`config.mk`:
```
export PLATFORM = sky130hd
export DESIGN_NAME = param_accumulator
export DESIGN_NICKNAME = d
export VERILOG_FILES = /design/src/rtl/accumulator_pkg.sv /design/src/rtl/acc_operand_mux.sv /design/src/rtl/param_accumulator.sv
export SDC_FILE = /design/constraint.sdc
export NUM_CORES = 1
export LEC_CHECK = 0
export ABC_AREA = 1
export ABC_CLOCK_PERIOD_IN_PS = 5200
export CORE_ASPECT_RATIO = 2
export CORE_MARGIN = 8
export CORE_UTILIZATION = 35
export DETAILED_ROUTE_END_ITERATION = 10
export PLACE_DENSITY = 0.59
export SETUP_SLACK_MARGIN = 0.15
export SLEW_MARGIN = 20
export SYNTH_ARGS = -nofsm -noshare
export SYNTH_HDL_FRONTEND = slang
export SYNTH_SLANG_ARGS = --single-unit
```
`constraint.sdc`:
```
create_clock -name CLK -period 5.2 [get_ports CLK]
set_input_delay 1.3 -clock CLK [delete_from_list [all_inputs] [get_ports CLK]]
set_output_delay 1.3 -clock CLK [all_outputs]
set_load 0.005 [all_outputs]
```
`src/rtl/accumulator_pkg.sv`:
```
// Shared encodings for the parametrised accumulator: operand selects and FSM states.
package accumulator_pkg;

  typedef enum logic [1:0] {
    SEL_IMM  = 2'b00,
    SEL_REG  = 2'b01,
    SEL_ALU  = 2'b10,
    SEL_RSVD = 2'b11
  } sel_acc_e;

  typedef enum logic [1:0] {
    ST_IDLE  = 2'b00,
    ST_ACCUM = 2'b01,
    ST_DONE  = 2'b10
  } acc_state_e;

endpackage

```
`src/rtl/acc_operand_mux.sv`:
```
// Operand source select for the accumulator: zero-extended immediate, register file or ALU.
module acc_operand_mux
  import accumulator_pkg::*;
#(
  parameter int WIDTH     = 8,
  parameter int IMM_WIDTH = 4
) (
  input  logic [1:0]           sel_acc,
  input  logic [IMM_WIDTH-1:0] a_imm,
  input  logic [WIDTH-1:0]     b_reg,
  input  logic [WIDTH-1:0]     b_alu,
  output logic [WIDTH-1:0]     operand
);

  logic [WIDTH-1:0] imm_ext;

  always_comb begin
    imm_ext                = '0;
    imm_ext[IMM_WIDTH-1:0] = a_imm;
  end

  always_comb begin
    // NOTE: every path assigns operand (default arm included), so no latch is inferred.
    case (sel_acc)
      SEL_IMM: operand = imm_ext;
      SEL_REG: operand = b_reg;
      SEL_ALU: operand = b_alu;
      default: operand = '0;
    endcase
  end

endmodule

```
`src/rtl/param_accumulator.sv`:
```
// Handshaked multi-term accumulator: start/num_terms run, valid/ready terms, done/ack result.
// Define ACC_SATURATE_EN to clamp on overflow/underflow instead of wrapping.
module param_accumulator
  import accumulator_pkg::*;
#(
  parameter int WIDTH     = 8,
  parameter int IMM_WIDTH = 4,
  parameter int CNT_W     = 4
) (
  input  logic                 CLK,
  input  logic                 CLB,
  input  logic                 start,
  input  logic [CNT_W-1:0]     num_terms,
  input  logic                 in_valid,
  output logic                 in_ready,
  input  logic [1:0]           SelAcc,
  input  logic                 Sub,
  input  logic [IMM_WIDTH-1:0] A_Imm,
  input  logic [WIDTH-1:0]     B_RegOut,
  input  logic [WIDTH-1:0]     B_AULOut,
  output logic [WIDTH-1:0]     AccOut,
  output logic [CNT_W-1:0]     term_cnt,
  output logic                 acc_done,
  input  logic                 done_ack,
  output logic                 ovf_flag
);

  acc_state_e       state_q, state_d;
  logic [WIDTH-1:0] acc_q, acc_d;
  logic [CNT_W-1:0] cnt_q, cnt_d;
  logic [CNT_W-1:0] num_q, num_d;
  logic             ovf_q, ovf_d;

  logic [WIDTH-1:0] operand;
  logic [WIDTH:0]   sum_ext;
  logic [WIDTH-1:0] acc_next;
  logic [CNT_W-1:0] cnt_inc;
  logic             transfer;

  acc_operand_mux #(
    .WIDTH    (WIDTH),
    .IMM_WIDTH(IMM_WIDTH)
  ) u_operand_mux (
    .sel_acc(SelAcc),
    .a_imm  (A_Imm),
    .b_reg  (B_RegOut),
    .b_alu  (B_AULOut),
    .operand(operand)
  );

  // Bit WIDTH of the extended result is the carry on add and the borrow on subtract.
  always_comb begin
    if (Sub) sum_ext = {1'b0, acc_q} - {1'b0, operand};
    else     sum_ext = {1'b0, acc_q} + {1'b0, operand};
`ifdef ACC_SATURATE_EN
    if (sum_ext[WIDTH]) acc_next = Sub ? '0 : '1;
    else                acc_next = sum_ext[WIDTH-1:0];
`else
    acc_next = sum_ext[WIDTH-1:0];
`endif
  end

  assign in_ready = (state_q == ST_ACCUM);
  assign acc_done = (state_q == ST_DONE);
  assign transfer = in_valid & in_ready;
  assign cnt_inc  = cnt_q + CNT_W'(1);

  always_comb begin
    state_d = state_q;
    acc_d   = acc_q;
    cnt_d   = cnt_q;
    num_d   = num_q;
    ovf_d   = ovf_q;
    case (state_q)
      ST_IDLE: begin
        if (start) begin
          acc_d   = '0;
          cnt_d   = '0;
          ovf_d   = 1'b0;
          num_d   = num_terms;
          state_d = (num_terms == '0) ? ST_DONE : ST_ACCUM;
        end
      end
      ST_ACCUM: begin
        if (transfer) begin
          acc_d = acc_next;
          cnt_d = cnt_inc;
          ovf_d = ovf_q | sum_ext[WIDTH];
          if (cnt_inc == num_q) state_d = ST_DONE;
        end
      end
      ST_DONE: begin
        if (done_ack) state_d = ST_IDLE;
      end
      default: state_d = ST_IDLE;
    endcase
  end

  // NOTE: state registers use non-blocking assignments so all flops update from pre-edge values.
  always_ff @(posedge CLK) begin
    if (CLB) begin
      state_q <= ST_IDLE;
      acc_q   <= '0;
      cnt_q   <= '0;
      num_q   <= '0;
      ovf_q   <= 1'b0;
    end else begin
      state_q <= state_d;
      acc_q   <= acc_d;
      cnt_q   <= cnt_d;
      num_q   <= num_d;
      ovf_q   <= ovf_d;
    end
  end

  assign AccOut   = acc_q;
  assign term_cnt = cnt_q;
  assign ovf_flag = ovf_q;

endmodule
```
==> run_results.csv <==
group,metric,value,unit
logic_synthesis,synth_most_common_cell,"nand2_1",
logic_synthesis,synth-edff-count,0,
global_route,grt_usage,0.126,
logic_synthesis,ys_types,36,
drt,finalWirelength,4370,um
cells_and_area,final_nets,347,
logic_synthesis,synth_top_area_cell,"dfxtp_1",
logic_synthesis,yosys.area_share.simple,0.363,
logic_synthesis,synth_top_cells_by_count,"57 x nand2_1, 37 x inv_1, 25 x nand3_1, 25 x nor2_1, 24 x a21oi_1",
logic_synthesis,synth_compound_area_frac,0.147,
logic_synthesis,syn_nets,299,
outcome,outcome,"finished, final reports clean",
floorplan,fp.dieArea,7200,um2
sta,final.period_utilization,0.794,
pwr,p_per_area,239,nW/um2
cells_and_area,stdcell_area,2180,um2
clock_tree,cts-root-buf,"clkbuf_8",
cells_and_area,fillers,512,
sta,fin_worst_skew,0.00210,ns
cells_and_area,ff_latch_area,380,um2
sta,tns,0,ns
placement,placed_cells,354,
clock_tree,hold_buffers,0,
clock_tree,cts_tree,"done",
logic_synthesis,synth_area,1620,um2
floorplan,rows,35,
floorplan,io_pins,47,
logic_synthesis,synthCells,256,
placement,portBuffers,46,
sta,whs,0.473,ns
logic_synthesis,synth_xor_area_frac,0.0540,
clock_tree,clk_pin_slew,0.07,ns
floorplan,start_util,0.356,
worst_setup_path,critPathLaunchType,"primary input",
drt,vias,1711,
floorplan,die_h,112,um
drt,wl_per_cell,12.2,um
floorplan,fp.dieW,64.1,um
cells_and_area,area_delta_synth_final,34.2,%
logic_synthesis,ys_top_cells_by_area,"dfxtp_1 23%, nand2_1 13%, inv_1 8.6%",
pwr,peakVddDrop,0.107,mV
placement,dp_hpwl,3830,um
sta,tightest_slew,0.516,ns
clock_tree,cts_resized,0,
hold_path,hold_path_class,"register to register",
sta,rsz0062_at_grt,"no",
global_route,grt_antenna_before_repair,0,
sta,drv_slew,0,
clock_tree,max-clock-path-buffers,2,
cells_and_area,stdcell_count,358,
global_route,grt_pass1_vias,1774,
worst_setup_path,arrival,4.25,ns
logic_synthesis,synth.mux.area_fraction,0,
sta,setup_viol,0,
sta,timing.final.crit_period,4.13,ns
global_route,grt-ovfl-total,0,
clock_tree,cts_sinks,19,
placement,place_area,2130,um2
cells_and_area,diodes,0,
cells_and_area,drive_above_1_share,0.0759,
drt,ant_nets,0,
run,drv_cap,0,
logic_synthesis,ys_seq_area_frac,0.235,
drt,dr.pass1.iters,4,
sta,fmax,242,MHz
floorplan,coreArea,4550,um2
logic_synthesis,synth_top_area_frac,0.235,
logic_synthesis,synth-adder-area-share,0.0895,
drt,drt-vias-per-instance,4.78,
worst_setup_path,end_kind,"register",
global_route,grt_max_degree,13,
worst_setup_path,critical_path_required,5.32,ns
logic_synthesis,synth_seq_cells,19,
sta,hold_viol_final,0,
clock_tree,post_cts_buffers,0,
worst_setup_path,critPathKind,"primary input to register",
placement,gp_congestion,0.862,
clock_tree,cts_made_buffers,3,
global_route,grt_first_pass_wirelength,7560,um
logic_synthesis,synth_top_family_by_area,"simple AND/OR/NAND/NOR gates",
drt,drt-initial-drc-count,46,
pwr,power,519,uW
sta,max_slew_margin,0.655,
worst_setup_path,worst-path-max-fanout,7,
logic_synthesis,synth_warnings,0,
logic_synthesis,ys.flop_type,"dfxtp_1",
pwr,leakage,0.000998,uW
cells_and_area,multiInputGateArea,1060,um2
drt,drc,0,
clock_tree,clk_latency,0.25,ns
clock_tree,htree_levels,1,
logic_synthesis,async_flop_share,0,
logic_synthesis,syn_area_per_cell,6.33,um2
cells in the final DEF, fill, tap and decap left out, types with 4 or more instances in the layout:
cell / instances
a21oi_1: 24
clkdlybuf4s50_1: 46
dfxtp_1: 19
ha_1: 10
inv_1: 37
inv_2: 4
nand2_1: 57
nand3_1: 25
nor2_1: 25
nor2_2: 4
o21ai_0: 9
xor2_1: 8
worst paths after layout:
| check | from | end | slack, ns | depth (start not counted) |
|---|---|---|---|---|
| max | SelAcc[0] | AccOut[5] | 1.07 | 18 |
| min | num_q[3] | num_q[3] | 0.47 | 2 |
| max reg2reg | AccOut[0] | AccOut[6] | 3.27 | 11 |
| min reg2reg | num_q[3] | num_q[3] | 0.47 | 2 |
stage by stage:
stage	utilization	worst slack [ns]
floorplan	-	1.62
global placement	0.468	0.746
detailed placement	0.468	0.730
CTS	0.478	1.00
global route	0.478	0.719
finish	0.478	1.07
state kept, by name, summed over array words and instances, names as in the netlist:
register	count
AccOut	8
num_q	4
ovf_flag	1
state_q	2
term_cnt	4
critical path: stages:
cell and delay, ns:
clkdlybuf4s50_1 0.60, inv_2 0.12, nor2_1 0.20, inv_1 0.06
nor2_1 0.19, nor3_4 0.07, ha_1 0.22, nor2_1 0.13
xor2_1 0.15, inv_1 0.05, ha_1 0.32, a21oi_1 0.15
nand2_1 0.13, nand2_1 0.08, a21oi_1 0.08, or2_2 0.27
nand3_1 0.07, a21oi_1 0.05
per-layer routing:
layer,part of all wire,up-vias,routed length (um),track usage
met4,0.022,0,96,0.0513
met5,0,-,0,0
met3,0.060,6,262,0.0269
li1,-,919,-,-
met1,0.35,741,1530,0.113
met2,0.57,45,2490,0.253
power breakdown:
part | total, uW | internal [uW] | switching [uW]
Sequential | 176 | 162 | 14.3
Combinational | 241 | 108 | 133
Clock | 102 | 54.4 | 47.4
Total | 519 | 325 | 194
kinds of logic (layout without fill, tap and decap cells):
family | after synthesis | in the layout
fa+ha+maj | 11 | 11
buf+inv | 45 | 92
compound gates | 43 | 43
flops | 19 | 19
xor+xnor | 10 | 10
simple gates | 128 | 128
area by class of cell:
cell class / count / share of cell area
multi-input cells: 192 / 0.486
repair buffers: 46 / 0.212
flip-flops and latches: 19 / 0.175
inverters: 42 / 0.0748
well taps: 55 / 0.0316
clock buffers: 4 / 0.0207
(Power assumes the default switching activity.)
